===== config.mk =====
export PLATFORM = sky130hd
export DESIGN_NAME = mem_port_arbiter
export DESIGN_NICKNAME = d
export VERILOG_FILES = /design/src/rtl/mem_port_arbiter.sv
export SDC_FILE = /design/constraint.sdc
export NUM_CORES = 1
export LEC_CHECK = 0
export CAP_MARGIN = 20
export CELL_PAD_IN_SITES_DETAIL_PLACEMENT = 0
export CELL_PAD_IN_SITES_GLOBAL_PLACEMENT = 1
export CORE_UTILIZATION = 30
export CTS_CLUSTER_SIZE = 14
export DETAILED_ROUTE_END_ITERATION = 8
export PLACE_DENSITY = 0.9
export SETUP_SLACK_MARGIN = 0.4
export SLEW_MARGIN = 20
export SYNTH_ARGS = -nofsm -noshare
export SYNTH_HDL_FRONTEND = slang
export SYNTH_SLANG_ARGS = --single-unit

===== constraint.sdc =====
create_clock -name clk -period 2.5 [get_ports clk]
set_input_delay 0.25 -clock clk [delete_from_list [all_inputs] [get_ports clk]]
set_output_delay 0.25 -clock clk [all_outputs]
set_load 0.05 [all_outputs]

===== src/rtl/mem_port_arbiter.sv =====
// -----------------------------------------------------------------------------
// mem_port_arbiter
//
// Shares one single-port program/data RAM between the instruction-fetch stage
// (IF) and the memory stage (EX/MEM). One RAM access is issued at a time. Reads
// wait out the RAM latency and return data with a one-cycle rvalid pulse.
// Data accesses have priority. IF wins once STARVE_MAX consecutive data grants
// have been issued while it was waiting.
//
// Optional feature: define ARB_PERF_CNT_EN to add saturating 16-bit counters of
// cycles with stall_if / stall_mem high (ports perf_if_stall, perf_mem_stall).
//
// Ports:
//   clk, rst             clock (rising edge), synchronous active-high reset
//   if_req/if_addr       fetch read request (held until if_rvalid) and address
//   if_gnt               fetch granted this cycle
//   if_rdata/if_rvalid   fetched word, valid pulse
//   d_read/d_write       data read / write request from EX/MEM
//   d_addr/d_wdata       data address / write data
//   d_gnt                data access granted this cycle
//   d_rdata/d_rvalid     loaded word, valid pulse
//   mem_addr/mem_wdata   RAM address / write data (hold last value when idle)
//   mem_re/mem_we        RAM read / write strobes
//   mem_rdata            RAM read data, valid MEM_LAT cycles after mem_re
//   stall_if/stall_mem   pipeline hold signals
// -----------------------------------------------------------------------------
module mem_port_arbiter #(
    parameter int unsigned AW         = 16,
    parameter int unsigned DW         = 16,
    parameter int unsigned MEM_LAT    = 1,
    parameter int unsigned STARVE_MAX = 4
) (
    input  logic          clk,
    input  logic          rst,
    input  logic          if_req,
    input  logic [AW-1:0] if_addr,
    output logic          if_gnt,
    output logic [DW-1:0] if_rdata,
    output logic          if_rvalid,
    input  logic          d_read,
    input  logic          d_write,
    input  logic [AW-1:0] d_addr,
    input  logic [DW-1:0] d_wdata,
    output logic          d_gnt,
    output logic [DW-1:0] d_rdata,
    output logic          d_rvalid,
    output logic [AW-1:0] mem_addr,
    output logic [DW-1:0] mem_wdata,
    output logic          mem_re,
    output logic          mem_we,
    input  logic [DW-1:0] mem_rdata,
    output logic          stall_if,
`ifdef ARB_PERF_CNT_EN
    output logic          stall_mem,
    output logic [15:0]   perf_if_stall,
    output logic [15:0]   perf_mem_stall
`else
    output logic          stall_mem
`endif
);

    localparam int unsigned LW = $clog2(MEM_LAT + 1);
    localparam int unsigned SW = $clog2(STARVE_MAX + 1);

    typedef enum logic {StIdle, StWait} state_e;

    state_e        state_q;
    logic [LW-1:0] lat_cnt_q;
    logic [SW-1:0] starve_cnt_q;
    logic          owner_d_q;  // outstanding read belongs to the data port
    logic [DW-1:0] if_rdata_q;
    logic [DW-1:0] d_rdata_q;
    logic          if_rvalid_q;
    logic          d_rvalid_q;
    logic [AW-1:0] mem_addr_q;
    logic [DW-1:0] mem_wdata_q;

    logic d_req;
    logic if_elig;
    logic d_elig;
    logic starve_sat;
    logic if_win;
    logic d_win;
    logic rd_grant;

    // Arbitration. A requester sitting in its own rvalid cycle is ineligible so
    // the request still held by the just-released stage is not granted again.
    always_comb begin
        d_req      = d_read | d_write;
        if_elig    = if_req & ~if_rvalid_q;
        d_elig     = d_req & ~d_rvalid_q;
        starve_sat = (starve_cnt_q == SW'(STARVE_MAX));
        if_win     = (state_q == StIdle) & if_elig & (~d_elig | starve_sat);
        d_win      = (state_q == StIdle) & d_elig & ~if_win;
        // d_read together with d_write is treated as a write
        rd_grant   = if_win | (d_win & ~d_write);
    end

    // RAM address/data follow the winner, otherwise hold the last value.
    always_comb begin
        mem_addr  = mem_addr_q;
        mem_wdata = mem_wdata_q;
        if (if_win) begin
            mem_addr = if_addr;
        end else if (d_win) begin
            mem_addr = d_addr;
            if (d_write) begin
                mem_wdata = d_wdata;
            end
        end
    end

    assign if_gnt    = if_win;
    assign d_gnt     = d_win;
    assign mem_re    = rd_grant;
    assign mem_we    = d_win & d_write;
    assign if_rdata  = if_rdata_q;
    assign d_rdata   = d_rdata_q;
    assign if_rvalid = if_rvalid_q;
    assign d_rvalid  = d_rvalid_q;
    assign stall_if  = if_req & ~if_rvalid_q;
    assign stall_mem = (d_write & ~d_win) | (d_read & ~d_rvalid_q);

`ifdef ARB_PERF_CNT_EN
    logic [15:0] perf_if_stall_q;
    logic [15:0] perf_mem_stall_q;

    assign perf_if_stall  = perf_if_stall_q;
    assign perf_mem_stall = perf_mem_stall_q;
`endif

    always_ff @(posedge clk) begin
        if (rst) begin
            state_q      <= StIdle;
            lat_cnt_q    <= '0;
            starve_cnt_q <= '0;
            owner_d_q    <= 1'b0;
            if_rdata_q   <= '0;
            d_rdata_q    <= '0;
            if_rvalid_q  <= 1'b0;
            d_rvalid_q   <= 1'b0;
            mem_addr_q   <= '0;
            mem_wdata_q  <= '0;
`ifdef ARB_PERF_CNT_EN
            perf_if_stall_q  <= '0;
            perf_mem_stall_q <= '0;
`endif
        end else begin
            if_rvalid_q <= 1'b0;
            d_rvalid_q  <= 1'b0;
            mem_addr_q  <= mem_addr;
            mem_wdata_q <= mem_wdata;

            unique case (state_q)
                StIdle: begin
                    // writes complete in their grant cycle; only reads wait
                    if (rd_grant) begin
                        state_q   <= StWait;
                        lat_cnt_q <= LW'(MEM_LAT);
                        owner_d_q <= d_win;
                    end
                end
                StWait: begin
                    lat_cnt_q <= lat_cnt_q - 1'b1;
                    if (lat_cnt_q == LW'(1)) begin
                        state_q <= StIdle;
                        if (owner_d_q) begin
                            d_rdata_q  <= mem_rdata;
                            d_rvalid_q <= 1'b1;
                        end else begin
                            if_rdata_q  <= mem_rdata;
                            if_rvalid_q <= 1'b1;
                        end
                    end
                end
                default: state_q <= StIdle;
            endcase

            // counts data grants that went ahead of a waiting fetch
            if (!if_req || if_win) begin
                starve_cnt_q <= '0;
            end else if (d_win && !starve_sat) begin
                starve_cnt_q <= starve_cnt_q + 1'b1;
            end

`ifdef ARB_PERF_CNT_EN
            if (stall_if && (perf_if_stall_q != 16'hFFFF)) begin
                perf_if_stall_q <= perf_if_stall_q + 16'd1;
            end
            if (stall_mem && (perf_mem_stall_q != 16'hFFFF)) begin
                perf_mem_stall_q <= perf_mem_stall_q + 16'd1;
            end
`endif
        end
    end

endmodule


; ---- Yosys cells after proc, flatten, opt, wreduce, memory -nomap -nowiden
; Index checks and enable logic that the tools add are counted.
[totals]
regBits = 72
out_inout_bits = 72
[classes]
n_addsub = 2
n_eq_ne = 2
n_mux = 12
bitwise = 23
n_reduce_logical = 9
[op_table]
columns = cell, count
row1 = $mux 16, 5
row2 = $and 1x1->1, 10
row3 = $not 1->1, 9
row4 = $reduce_and 3->1, 2
row5 = $mux 1, 5
row6 = $or 1x1->1, 4
row7 = $pmux 1 s2, 2
row8 = $add 3x1->3 const B, 1
row9 = $eq 3x3->1 const B, 1
row10 = $reduce_or 3->1, 1
row11 = $logic_not 1->1, 2
row12 = $ne 2x2->1 const B, 1
row13 = $reduce_and 2->1, 1
row14 = $reduce_or 2->1, 1
row15 = $logic_and 1x1->1, 1
row16 = $logic_or 1x1->1, 1
row17 = $sub 1x1->1 const B, 1

; ---- Logic depth before layout (Yosys ltp)
[depth]
word_depth = 11
depth_mapped = 7

; ---- Worst setup path before layout
; OpenSTA, ideal clock, no wires.
[synth_timing]
path_kind = reg-to-output
startpoint = reg d_rvalid_q (netlist: d_rvalid)
endpoint = out mem_addr[10]
arrival_time_ns = 2.308
required_time_ns = 2.250
setup_slack_ns = -0.058
path_stages_with_launch = 6
n_path_buf = 2
path_cell_list = dfxtp_1 -> inv_1 -> a211o_1 -> buf_2 -> clkbuf_1 -> a31oi_1
[synth_between]
elab_chain_len = 9
[synth_lines]
columns = item, line
row1 = "start, declared", 74  ; logic d_rvalid_q;
row2 = "start signal, assigned", 141  ; d_rvalid_q <= 1'b0;
row3 = "start signal, assigned", 150  ; d_rvalid_q <= 1'b0;
row4 = "start signal, assigned", 169  ; d_rvalid_q <= 1'b1;
row5 = $not 1->1 (*), 91  ; d_elig = d_req & ~d_rvalid_q;
row6 = $and 1x1->1 (*), 91
row7 = $not 1->1, 93  ; if_win = (state_q == StIdle) & if_elig & (~d_elig | starve_sat);
row8 = $or 1x1->1, 93
row9 = $and 1x1->1, 93
row10 = $not 1->1, 94  ; d_win = (state_q == StIdle) & d_elig & ~if_win;
row11 = $and 1x1->1, 94
row12 = $mux 16, 105  ; end else if (d_win) begin
row13 = $mux 16 (*), 103  ; if (if_win) begin
row14 = "end, declared", 47  ; output logic [AW-1:0] mem_addr,
; Every way passes the cells marked *; elsewhere a longest branch is shown, timed or not.

; ---- Worst setup path in the final report
[layout_timing]
startpoint = reg starve_cnt_q[0]
endpoint = out mem_addr[7]
[layout_between]
elab_chain_len = 7
[layout_lines]
columns = item, line
row1 = "start, declared", 69  ; logic [SW-1:0] starve_cnt_q;
row2 = "start signal, assigned", 183  ; starve_cnt_q <= starve_cnt_q + 1'b1;
row3 = $eq 3x3->1 (*), 92  ; starve_sat = (starve_cnt_q == SW'(STARVE_MAX));
row4 = $or 1x1->1 (*), 93
row5 = $and 1x1->1 (*), 93
row6 = $not 1->1, 94
row7 = $and 1x1->1, 94
row8 = $mux 16, 105
row9 = $mux 16 (*), 103
; Marks and branches as above.

==> impl_metrics.json <==
{
  "status": "completed",
  "finalHoldViolations": 0,
  "first_iter_violations": 100,
  "drc": 0,
  "cts_tree": "yes",
  "ys_seq_area_share_pct": 42.5,
  "worst-path-max-fanout": 5,
  "p_total_mw": 3.84,
  "grt_pass1_wl_um": 17900,
  "io_pins": 141,
  "area_growth_pct": 93.1,
  "final_cells": 709,
  "cpMaxStageDelayCell": "dfxtp_2",
  "clk_latency_ps": 330,
  "p_leak_nw": 2.37,
  "cts_buffers": 9,
  "synth_cell_type_count": 37,
  "grt_use_total_pct": 19.4,
  "crit_chain": "inv_2 -> ha_4 -> buf_12 -> a2bb2oi_4 -> clkbuf_16 -> a2111oi_4 -> buf_4 -> a31oi_4 -> buf_6",
  "setup_viol": 0,
  "tightest_slew_ps": 742,
  "ys_seq_elements": 72,
  "insertedDiodeCount": 0,
  "grt_overflow": 0,
  "pre_cts_slack_ps": 30.2,
  "drt_pass1_iterations": 4,
  "via_per_inst": 5.16,
  "synth_fp_nets": 467,
  "end_kind": "output pin",
  "synth_top_area_share_pct": 42.5,
  "layout-drive-gt1-share_pct": 31.5,
  "critPathMaxStageDelay_ps": 330,
  "placementRows": 38,
  "holdCritPathClass": "primary input to flop",
  "clock_path_buffers": 2,
  "final_common_cell": "clkdlybuf4s50_1",
  "synth_cells": 396,
  "ir_worst_vdd_mv": 0.350,
  "clk_pin_slew_ps": 60,
  "syn-cell-area_sq_um": 3390,
  "grt_pass1_vias": 3680,
  "dr_total_vias": 3661,
  "h-tree-depth": 3,
  "placed_area_sq_um": 5350,
  "slew_headroom_pct": 50.4,
  "ctsRootBufferMaster": "clkbuf_16",
  "cp.required_ps": 2250,
  "wl_um": 12300,
  "portBuffers": 140,
  "hpwl_um": 7270,
  "path_class": "flop to output pin",
  "finalClockSkew_ps": 7.16,
  "rsz0062_at_grt": "yes",
  "post-route-util_pct": 59.8,
  "hold_ws_ps": 397,
  "antenna_found_initial": 0,
  "die_h_um": 108,
  "nets": 635,
  "fmax_mhz": 441,
  "arrival_ps": 2020,
  "die_area_sq_um": 11700,
  "wl_per_cell_um": 17.4,
  "fp.dieW_um": 108,
  "postRouteAntennaNets": 0,
  "timing.final.ws_setup_ps": 235,
  "avgSynthCellArea_sq_um": 8.56,
  "globalplace.congestion": 0.824,
  "yosysWarnings": 0,
  "layout_min_cycle_time_ps": 2270,
  "core_region_area_sq_um": 10900,
  "start_util_pct": 31.0,
  "tns_ps": 0,
  "stdcell_area_sq_um": 6540,
  "cp-start-kind": "flop",
  "finalCritPeriodShare_pct": 90.6,
  "p_per_area_nw_per_um2": 587,
  "grt_max_degree": 36,
  "place_inst": 664,
  "clock-sinks": 72,
  "drv_slew": 0,
  "layout_common_cells": "clkdlybuf4s50_1, dfxtp_1, nand2_1",
  "yosys.area.top_type": "dfxtp_1",
  "drv_cap": 0,
  "synthTopCellsByArea": "dfxtp_1, nand2_1, nand2b_1"
}
[Yosys cell counts, drive strengths merged]
library cell,count
dfxtp,72
nand2,65
nand2b,34
a21oi,32
clkbuf,27
nand3,17
o21ai,17
a2111oi,16
a311oi,16
a31oi,16
mux2,16
mux2i,16
buf,12
nor2,7
inv,6
a211oi,3
or2,3
a221oi,2
ha,2
nand4,2
nor3,2
o31ai,2
a211o,1
a22o,1
a2bb2oi,1
and2,1
and3,1
and3b,1
nand3b,1
nor4b,1
o211a,1
o41ai,1
or4,1
[registers in the layout (all words and copies together), names as in the netlist]
signal / cells
d_rdata: 16
d_rvalid: 1
if_rdata: 16
if_rvalid: 1
lat_cnt_q: 1
mem_addr_q: 16
mem_wdata_q: 16
owner_d_q: 1
starve_cnt_q: 3
state_q: 1
[metal layers]
layer  up-vias  part of all wire (%)  track usage (%)
li1       1772                     -                -
met1      1759                    42             23.2
met2       122                    51             33.7
met3         8                   6.6             6.51
met4         0                  0.57             3.96
met5         -                     0                0
[cell type report]
class	instances	area, sq um
clock buffers	10	229
clock inverters	6	70.1
fillers	880	4390
inverters	6	28.8
multi-input cells	279	2390
flip-flops and latches	72	1450
well taps	140	175
repair buffers	196	2200
[final timing paths]
path | cells after the start | startpoint | to | slack [ps]
worst max-delay path | 9 | starve_cnt_q[0]$_SDFFE_PP0P_ | mem_addr[7] | 230
worst max register to register | 9 | starve_cnt_q[0]$_SDFFE_PP0P_ | mem_addr_q[2]$_SDFF_PP0_ | 440
worst min-delay path | 2 | rst | if_rvalid$_SDFF_PP0_ | 400
worst min register to register | 2 | if_rdata[11]$_SDFFE_PP0P_ | if_rdata[11]$_SDFFE_PP0P_ | 450
[where the power goes]
part / internal, mW / switching, mW / leakage [nW]
registers: 1.21 / 0.0404 / 0.590
logic: 0.616 / 0.699 / 1.65
clock network: 0.776 / 0.499 / 0.135
[critical path, delay by kind of cell, from the launching register on]
kind / cells / cell delay, ps
flops: 1 / 330
compound gates: 3 / 470
buf+inv: 5 / 730
fa+ha+maj: 1 / 160
[repair_timing]
| action | CTS | global route |
|---|---|---|
| pin swaps | 5 | 10 |
| setup endpoints to repair | 35 | 34 |
| gates resized for setup | 71 | 34 |
| gates cloned | 3 | 3 |
| hold buffers | 0 | 0 |
| buffers inserted | 14 | 9 |
[kinds of logic (layout without fill, tap and decap cells)]
group | count (synthesis) | count (layout) | synth area share [%]
flops | 72 | 72 | 42.5
compound gates | 109 | 109 | 21.6
buf+inv | 45 | 218 | 5.76
mux | 32 | 32 | 10.0
simple gates | 136 | 136 | 19.3
fa+ha+maj | 2 | 2 | 0.738
No activity file was read; power rests on OpenSTA's default activity.
